$ cat src/rtl/pc_next_unit.sv
// -----------------------------------------------------------------------------
// pc_next_unit
//
// This is the program-counter slice of the single-cycle RV32 core. It holds
// the PC register and computes PC+4 and the branch target PC+ImmExt. It also
// selects the next PC, which is loaded on every rising clock edge unless
// reset is asserted.
//
// Parameters:
//   XLEN          datapath width of PC, immediates and addresses
//   RESET_VECTOR  value loaded into PC by reset
//
// Ports:
//   clk           core clock; PC updates on the rising edge
//   reset         synchronous, active-high; forces PC to RESET_VECTOR
//   PCSrc         next-PC select: 00 PC+4, 01 PC+ImmExt, 10 JALR, 11 PC+4
//   ImmExt        sign-extended immediate offset from the Extend unit
//   jalr_address  JALR target computed by the ALU
//   PC            current program counter (registered)
//   PCPlus4       PC + 4 (combinational, goes to writeback as link value)
//   PCTarget      PC + ImmExt (combinational)
//   PCNext        selected next PC (combinational)
//
// Build option:
//   JALR_LSB_CLEAR_EN  When this macro is defined, the JALR path clears
//                      bit 0 of jalr_address, as RISC-V JALR requires.
//                      When it is undefined, jalr_address is used unmodified.
// -----------------------------------------------------------------------------
module pc_next_unit #(
  parameter int unsigned     XLEN         = 32,
  parameter logic [XLEN-1:0] RESET_VECTOR = '0
) (
  input  logic            clk,
  input  logic            reset,
  input  logic [1:0]      PCSrc,
  input  logic [XLEN-1:0] ImmExt,
  input  logic [XLEN-1:0] jalr_address,
  output logic [XLEN-1:0] PC,
  output logic [XLEN-1:0] PCPlus4,
  output logic [XLEN-1:0] PCTarget,
  output logic [XLEN-1:0] PCNext
);

  localparam logic [XLEN-1:0] PC_STEP = XLEN'(4);

  // Encodings of the PCSrc select input
  localparam logic [1:0] SRC_PLUS4  = 2'b00;
  localparam logic [1:0] SRC_TARGET = 2'b01;
  localparam logic [1:0] SRC_JALR   = 2'b10;

  logic [XLEN-1:0] pc_q;
  logic [XLEN-1:0] pc_d;
  logic [XLEN-1:0] pc_plus4;
  logic [XLEN-1:0] pc_target;
  logic [XLEN-1:0] jalr_target;
  logic [XLEN-1:0] pc_next;

  // Both adders wrap modulo 2^XLEN. A negative ImmExt subtracts through
  // two's-complement wraparound.
  always_comb begin
    pc_plus4  = pc_q + PC_STEP;
    pc_target = pc_q + ImmExt;
  end

`ifdef JALR_LSB_CLEAR_EN
  // RISC-V JALR clears bit 0 of the computed target.
  always_comb begin
    jalr_target = {jalr_address[XLEN-1:1], 1'b0};
  end
`else
  // The ALU result is used as-is. Odd or misaligned targets are loaded into
  // PC unchanged.
  always_comb begin
    jalr_target = jalr_address;
  end
`endif

  // The reserved code 11, and any code containing X or Z, fall through to
  // the default branch. An unknown select therefore yields PC+4 and never
  // propagates X into PC.
  always_comb begin
    pc_next = pc_plus4;
    case (PCSrc)
      SRC_PLUS4:  pc_next = pc_plus4;
      SRC_TARGET: pc_next = pc_target;
      SRC_JALR:   pc_next = jalr_target;
      default:    pc_next = pc_plus4;
    endcase
  end

  // Reset takes priority over any PCSrc selection. There is no stall, so
  // PC advances on every non-reset edge.
  always_comb begin
    pc_d = pc_next;
    if (reset) begin
      pc_d = RESET_VECTOR;
    end
  end

  always_ff @(posedge clk) begin
    pc_q <= pc_d;
  end

  assign PC       = pc_q;
  assign PCPlus4  = pc_plus4;
  assign PCTarget = pc_target;
  assign PCNext   = pc_next;

endmodule

$ cat config.mk
export PLATFORM = sky130hd
export DESIGN_NAME = pc_next_unit
export DESIGN_NICKNAME = d
export VERILOG_FILES = /design/src/rtl/pc_next_unit.sv
export SDC_FILE = /design/constraint.sdc
export NUM_CORES = 1
export LEC_CHECK = 0
export BUFFER_PORTS_ARGS = -buffer_cell sky130_fd_sc_hd__buf_2
export CORE_UTILIZATION = 43
export DETAILED_ROUTE_END_ITERATION = 6
export PLACE_DENSITY = 0.79
export SLEW_MARGIN = 40
export SYNTH_ARGS = -nofsm -noshare
export SYNTH_HDL_FRONTEND = slang
export SYNTH_SLANG_ARGS = --single-unit
$ cat constraint.sdc
create_clock -name clk -period 3.14 [get_ports clk]
set_clock_uncertainty 0.2 [all_clocks]
set_input_delay 0.314 -clock clk [delete_from_list [all_inputs] [get_ports clk]]
set_output_delay 0.314 -clock clk [all_outputs]
set_load 0.02 [all_outputs]
==> impl_metrics.tcl, run 1 <==
set metrics [dict create \
    hold_class "in -> reg" \
    internal_power_mw 1.49 \
    drc_errors 26 \
    tightest_slew_ns 0.640 \
    critPathLaunchType "flip-flop" \
    worstSetupPathType "reg -> out" \
    final_common_cell "buf_2" \
    p_clk_frac 0.123 \
    power_density_nw_per_um2 408 \
    fillCellCount 620 \
    pwr-share-comb 0.706 \
    fmax_mhz 283 \
    largest_reg_flops 32 \
    power_switching_mw 1.33 \
    drive_above_1_share 0.518 \
    crit_start "PC[0]" \
    yosys-top-cells-area "dfxtp_1 (16%), ha_1 (11%), xnor2_1 (7.3%)" \
    rows 34 \
    p_leak_nw 3.45 \
    cts_hold_buffers 0 \
    crit_required_ns 2.63 \
    worstSetupEndpointType "output pin" \
    nNetsFinal 924 \
    clock_latency_ns 0.29 \
    relSlewSlack 0.573 \
    avgSynthCellArea_um2 7.44 \
    p_seq_frac 0.171 \
    wl_um 18600 \
    worst_slack_ns -0.391 \
    synth_area_leader_cell "dfxtp_1" \
    fin_crit_ns 3.53 \
    gp_congestion 0.951 \
    grt_pass1_wl_um 27900 \
    synth_top_area_share 0.162 \
    path_clk_slew_ns 0.08 \
    place_area_um2 5610 \
    ys.flop_type "dfxtp_1" \
    maxCapViolCount 0 \
    first_pass_iters 7 \
    pin_count 196 \
    cts.path.max_buffers 2 \
    setup_viol 39 \
    cts_tree "done" \
    switching_share 0.471 \
    start_util 0.449 \
    violations "design-rule violations, negative setup slack" \
    drt_iter0_markers 295 \
    wl_per_cell_um 20.0 \
    whs_ns 0.149 \
    seq_area_frac_synth 0.162 \
    reg2reg_from "PC[0]" \
    ir_drop_mv 0.215 \
    synth_edf_count 0 \
    ys_types 61 \
    synth_seq_cells 32 \
    final_cell_mix "buf_2 (158), buf_4 (108), buf_6 (46), nand2_1 (40), nor2_1 (31)" \
    die_h_um 97.8 \
    postSynth.asyncResetShare 0 \
    cp_max_fo 4 \
    antenna_found_initial 0 \
    final_area_um2 6910 \
    critPathArrivalTime_ns 3.02 \
    outcome "finished, violations left" \
    dieArea_um2 9570 \
    slew_violations 0 \
    cts_made_buffers 5 \
    synth_warnings 0 \
    cts_sinks 32 \
    postLayoutCoreUtil 0.785 \
    hpwl_um 13500 \
    area_growth_pct 75.0 \
    hold_violations 0 \
    rsz0062_at_grt "yes" \
    antenna_cells 0 \
    core-area_um2 8810 \
    grt_usage 0.368 \
    first_global_vias 5548 \
    cts-root-buf "clkbuf_8" \
    overflow 0 \
    htreeDepth 2 \
    period_share 1.12 \
    hp-start "jalr_address[19]" \
    numPortBuffers 195 \
    die_x_um 97.8 \
    synth_cells 531 \
    vias 5535 \
    ant_nets 0 \
    netlist_area_um2 3950 \
    grt_max_degree 28 \
    vias_per_cell 5.95 \
    syn_nets 634 \
]
==> worst max-delay path: stages (launching register included) <==
cell and delay (ns):
dfxtp_2 0.34, ha_4 0.17, fa_2 0.35, a21o_1 0.20, a221oi_4 0.31, a21boi_2 0.11, or2_4 0.26, buf_6 0.12
buf_8 0.13, a31oi_4 0.15, xnor2_2 0.16, nand2_2 0.11, a22oi_2 0.17, buf_6 0.14
==> worst paths after layout <==
check	end	slack, ns	cells after the start
max	PCNext[14]	-0.39	13
max reg2reg	PC[14]	-0.26	16
min reg2reg	PC[0]	0.58	4
min	PC[19]	0.15	3
==> area by class of cell <==
cell class / instances / area (um2) / share of cell area
multi-input combinational: 449 / 3810 / 0.551
timing repair buffer: 314 / 2150 / 0.312
sequential: 32 / 656 / 0.0949
tap: 108 / 135 / 0.0196
inverter: 19 / 71.3 / 0.0103
clock buffer: 5 / 68.8 / 0.00996
clock inverter: 3 / 18.8 / 0.00272
==> power groups by stage <==
stage / sequential (mW) / clock (mW) / combinational [mW]
after CTS: 0.480 / 0.351 / 1.76
after floorplan: 0.539 / 0 / 0.861
after global routing: 0.487 / 0.368 / 2.10
after global placement: 0.483 / 0 / 1.50
after detailed placement: 0.486 / 0 / 1.52
final: 0.483 / 0.346 / 1.99
==> logic make-up after synthesis <==
logic type / count (synthesis) / share of synthesized area
buffers and inverters: 50 / 0.0500
adders and majority gates: 35 / 0.113
and+or+nand+nor: 186 / 0.242
xor gates and xnor gates: 58 / 0.129
muxes: 5 / 0.0130
AOI/OAI and AO/OA: 165 / 0.292
DFF: 32 / 0.162
==> repair_timing <==
| item | CTS | global route |
|---|---|---|
| gates resized for setup | 118 | 77 |
| setup buffers | 27 | 16 |
| setup endpoints to repair | 39 | 44 |
| pin swaps | 42 | 36 |
==> Yosys cell counts, drive strengths merged (19+ instances only) <==
master and instances:
dfxtp 32, a21oi 38, xor2 25, nor2 32
and2 21, clkbuf 23, nand2 47, ha 34
xnor2 33, inv 19, nand3 28, o21ai 33
==> through the flow <==
| step | instances | TNS (ns) | total power, mW | setup slack, ns |
|---|---|---|---|---|
| finish | 930 | -8.27 | 2.82 | -0.391 |
| global route | 930 | -12.48 | 2.95 | -0.516 |
| CTS | 919 | -4.74 | 2.59 | -0.371 |
| detailed placement | 887 | -3.47 | 2.01 | -0.329 |
| global placement | 887 | -2.45 | 1.99 | -0.265 |
| floorplan | 531 | -0.0517 | 1.40 | -0.0517 |
==> per-layer routing <==
metal,GRT usage,part of all wire
met3,0.0558,0.081
met2,0.658,0.49
met5,0,0
met1,0.410,0.37
met4,0.221,0.058
Note: power is estimated with default switching activity, not from simulation.
==> run 2, diff against run 1 <==
CORE_MARGIN = 2   (was not set)
==> impl_metrics.tcl, run 2 (synthesis results as in run 1) <==
set metrics [dict create \
    outcome "finished, violations left" \
    violations "negative setup slack" \
    clock_latency_ns 0.30 \
    multi_input_area_um2 3900 \
    vias_per_cell 6.06 \
    antenna_found_initial 0 \
    tightest_slew_ns 0.754 \
    drt_iter0_markers 319 \
    antenna_cells 0 \
    slew_violations 0 \
    numPortBuffers 195 \
    whs_ns 0.142 \
    crit_required_ns 2.63 \
    gp_congestion 0.952 \
    hold_violations 0 \
    ant_nets 0 \
    largest_reg_flops 32 \
    cts_tree "done" \
    relSlewSlack 0.495 \
    wl_um 19500 \
    vias 5627 \
    drive_above_1_share 0.525 \
    final_common_cell "buf_2" \
    worst_slack_ns -0.428 \
    ir_drop_mv 0.251 \
    worstSetupPathType "reg -> out" \
    dieArea_um2 9970 \
    critPathLaunchType "flip-flop" \
    fmax_mhz 280 \
    grt_pass1_wl_um 27700 \
    grt_max_degree 59 \
    regArea_um2 656 \
    cp_max_fo 4 \
    htreeDepth 2 \
    cts-root-buf "clkbuf_8" \
    maxCapViolCount 0 \
    first_global_vias 5489 \
    critPathArrivalTime_ns 3.05 \
    final_area_um2 6980 \
    die_x_um 99.8 \
    cts.path.max_buffers 2 \
    nNetsFinal 924 \
    fin_crit_ns 3.57 \
    die_h_um 99.8 \
    grt_usage 0.353 \
    cts_made_buffers 5 \
    cts_hold_buffers 0 \
    period_share 1.14 \
    hpwl_um 13900 \
    final_cell_mix "buf_2 (153), buf_4 (120), nand2_1 (43), buf_6 (40), a21oi_1 (32)" \
    path_clk_slew_ns 0.08 \
    first_pass_iters 5 \
    wl_per_cell_um 21.0 \
    place_area_um2 5660 \
    start_util 0.449 \
    cts_sinks 32 \
    power_density_nw_per_um2 407 \
    rows 34 \
    pin_count 196 \
    drc_errors 0 \
    overflow 0 \
    rsz0062_at_grt "yes" \
    p_leak_nw 3.49 \
    area_growth_pct 76.6 \
    worstSetupEndpointType "output pin" \
    core-area_um2 8810 \
    fillCellCount 622 \
    setup_viol 37 \
    hold_class "in -> reg" \
]
==> run 2: changes by cell type in the layout (fill, tap and decap cells not counted), moves of 3 or more <==
cell and change:
a21oi_2 -3, a22oi_2 +3, a22oi_1 -3, buf_6 -6
buf_4 +12, nand2_2 -4, nand2_1 +3, buf_2 -5
dfxtp_2 +3, a21oi_1 +3
==> run 2: per-layer routing <==
| metal | global-route usage | wire (um) | vias up |
|---|---|---|---|
| li1 | - | - | 2534 |
| met5 | 0 | 0 | - |
| met2 | 0.646 | 9750 | 347 |
| met3 | 0.0481 | 1470 | 85 |
| met1 | 0.400 | 7150 | 2661 |
| met4 | 0.178 | 1130 | 0 |
==> run 2: path summary, 6_finish.rpt <==
path	startpoint	endpoint	slack, ns	cells past startpoint
max	PC[0]	PCNext[16]	-0.43	12
min	jalr_address[18]	PC[18]	0.14	3
max reg2reg	PC[0]	PC[16]	0.05	12
min reg2reg	PC[0]	PC[0]	0.54	4
==> run 2: timing repair <==
| action | 4_1_cts | 5_1_grt |
|---|---|---|
| gates resized for setup | 118 | 89 |
| setup buffers | 18 | 18 |
| pin swaps | 46 | 38 |
| endpoints found under the setup margin | 37 | 47 |
==> run 2: cell type report <==
cell class,count,share of cell area
Clock buffer,6,0.0104
Tap cell,108,0.0194
Sequential cell,32,0.0940
Timing Repair Buffer,314,0.306
Clock inverter,1,0.000717
Inverter,19,0.0102
Multi-Input combinational cell,449,0.559
==> run 2: critical path, cell delays in order, from the launching register on <==
cell,delay (ns)
dfxtp_2,0.34
ha_4,0.17
fa_2,0.35
a21o_1,0.21
a221oi_4,0.32
a21boi_2,0.11
or2_4,0.26
a311oi_4,0.21
buf_6,0.18
xnor2_4,0.10
a221oi_4,0.31
a21oi_2,0.06
buf_6,0.14
==> run 2: through the flow <==
stage	power (mW)	utilization	cells	TNS [ns]	setup WS, ns
final	2.84	0.792	929	-6.62	-0.428
after detailed placement	2.03	0.643	892	-3.45	-0.343
after floorplan	1.40	-	531	-0.0517	-0.0517
after CTS	2.59	0.734	916	-5.15	-0.340
after global placement	2.01	0.643	892	-2.15	-0.260
after global routing	2.95	0.792	929	-10.31	-0.509
==> run 2: power breakdown <==
group | internal, mW | total, mW | switching (mW) | leakage [nW]
logic | 0.897 | 2.02 | 1.12 | 3.18
registers | 0.444 | 0.487 | 0.0425 | 0.268
clock network | 0.151 | 0.332 | 0.181 | 0.0410
total | 1.49 | 2.84 | 1.34 | 3.49
==> run 3, diff against run 2 <==
CORE_UTILIZATION = 52   (was 43)
CTS_BUF_LIST = sky130_fd_sc_hd__clkbuf_8   (was not set)
GPL_ROUTABILITY_DRIVEN = 0   (was not set)
PLACE_DENSITY = 0.89   (was 0.79)
clock period = 4.4 ns   (was 3.14 ns; I/O delays follow)
==> impl_metrics.tcl, run 3 (synthesis results as in run 1) <==
set metrics [dict create \
    outcome "finished, final reports clean" \
    first_pass_iters 5 \
    ir_drop_mv 0.163 \
    period_share 0.918 \
    pwr-share-comb 0.589 \
    reg2reg_from "PC[0]" \
    cts_tree "done" \
    worst_slack_ns 0.360 \
    critPathLaunchType "flip-flop" \
    wl_per_cell_um 18.9 \
    relSlewSlack 0.500 \
    grt_usage 0.352 \
    antenna_cells 0 \
    first_global_vias 4915 \
    final_common_cell "buf_2" \
    cts-root-buf "clkbuf_8" \
    worstSetupEndpointType "output pin" \
    maxCapViolCount 0 \
    r2r-end "PC[26]" \
    power.total_mw 1.60 \
    slew_violations 0 \
    cp_max_fo 4 \
    place_ws_ns 0.565 \
    power_density_nw_per_um2 317 \
    grt_pass1_wl_um 23600 \
    clock_latency_ns 0.30 \
    met2WireLength_um 7300 \
    drive_above_1_share 0.314 \
    nNetsFinal 808 \
    dr_wl_met3_um 1610 \
    core-area_um2 7290 \
    fin_crit_ns 4.04 \
    antenna_found_initial 0 \
    switching_share 0.494 \
    post_cts_resized 0 \
    dieArea_um2 8310 \
    largest_reg_flops 32 \
    rrSetupSlack_ns 1.01 \
    crit_start "PC[0]" \
    cts.path.max_buffers 2 \
    drt_iter0_markers 364 \
    hold_class "in -> reg" \
    die_h_um 91.2 \
    postLayoutCoreUtil 0.694 \
    hpwl_um 11800 \
    htreeDepth 2 \
    p_clk_frac 0.188 \
    tightest_slew_ns 0.747 \
    p_leak_nw 2.67 \
    grt_max_degree 57 \
    crit_path_end "PCNext[26]" \
    die_x_um 91.2 \
    post_cts_buffers 0 \
    fmax_mhz 248 \
    rows 31 \
    power_switching_mw 0.791 \
    top_layer "met4" \
    tns_ns 0 \
    drc_errors 0 \
    crit_required_ns 3.76 \
    cts_hold_buffers 0 \
    vias_per_cell 6.27 \
    worstSetupPathType "reg -> out" \
    p_seq_frac 0.224 \
    hold_violations 0 \
    start_util 0.542 \
    internal_power_mw 0.811 \
    path_clk_slew_ns 0.09 \
    numPortBuffers 195 \
    fillCellCount 651 \
    overflow 0 \
    wl_um 15200 \
    ant_nets 0 \
    final_cell_mix "buf_2 (195), nand2_1 (47), a21oi_1 (38)" \
    setup_viol 0 \
    pin_count 196 \
    critPathArrivalTime_ns 3.40 \
    worstRegToRegCells 10 \
    wl_met1_um 5550 \
    area_growth_pct 28.2 \
    cts_sinks 32 \
    rsz0062_at_grt "no" \
    vias 5049 \
    cts_made_buffers 5 \
]
==> run 3: changes by cell type in the layout (fill, tap and decap cells not counted), sizes merged <==
cell,change
bufinv,+1
buf,-116
clkbuf,-1
inv,+1
==> run 3: worst min-delay path by stage <==
stage | cells after the start | endpoint | slack, ns | start
detailed placement | 3 | PC[0] | 0.47 | PC[0]
global route | 3 | PC[19] | 0.30 | jalr_address[19]
CTS | 3 | PC[21] | 0.27 | jalr_address[21]
global placement | 3 | PC[0] | 0.43 | PC[0]
finish | 3 | PC[21] | 0.28 | jalr_address[21]
floorplan | 1 | PC[14] | 0.32 | reset
==> run 3: through the flow <==
step           hold WS, ns  area [um2]  cells
2_1_floorplan        0.319        3950    531
5_1_grt              0.297        5060    805
3_3_place_gp         0.427        4950    797
6_report             0.281        5060    805
3_5_place_dp         0.468        4950    797
4_1_cts              0.270        5060    805
==> run 3: power groups by stage <==
stage	clock [mW]	combinational (mW)	sequential [mW]
final	0.301	0.943	0.358
after global routing	0.312	1.01	0.362
after CTS	0.301	0.932	0.357
after detailed placement	0	0.926	0.363
after global placement	0	0.910	0.362
after floorplan	0	0.604	0.384
==> run 3: worst max-delay path: stages, from the launching register on <==
cell,delay (ns)
dfxtp_1,0.34
ha_1,0.24
fa_1,0.40
a21o_1,0.23
a221oi_4,0.33
and3b_2,0.23
o211ai_1,0.20
a21oi_1,0.45
mux2i_1,0.28
o221ai_1,0.18
buf_2,0.21
==> run 3: area by class of cell <==
type	count	area [um2]	share of cell area
Timing Repair Buffer	198	998	0.197
Multi-Input combinational cell	449	3120	0.616
Clock buffer	5	68.8	0.0136
Inverter	19	71.3	0.0141
Tap cell	99	124	0.0245
Clock inverter	3	38.8	0.00766
Sequential cell	32	641	0.127
==> run 3: routing by layer <==
metal  global-route usage  vias up
met3               0.0822       77
met5                    0        -
met4                0.179        0
li1                     -     2305
met1                0.396     2301
met2                0.618      366
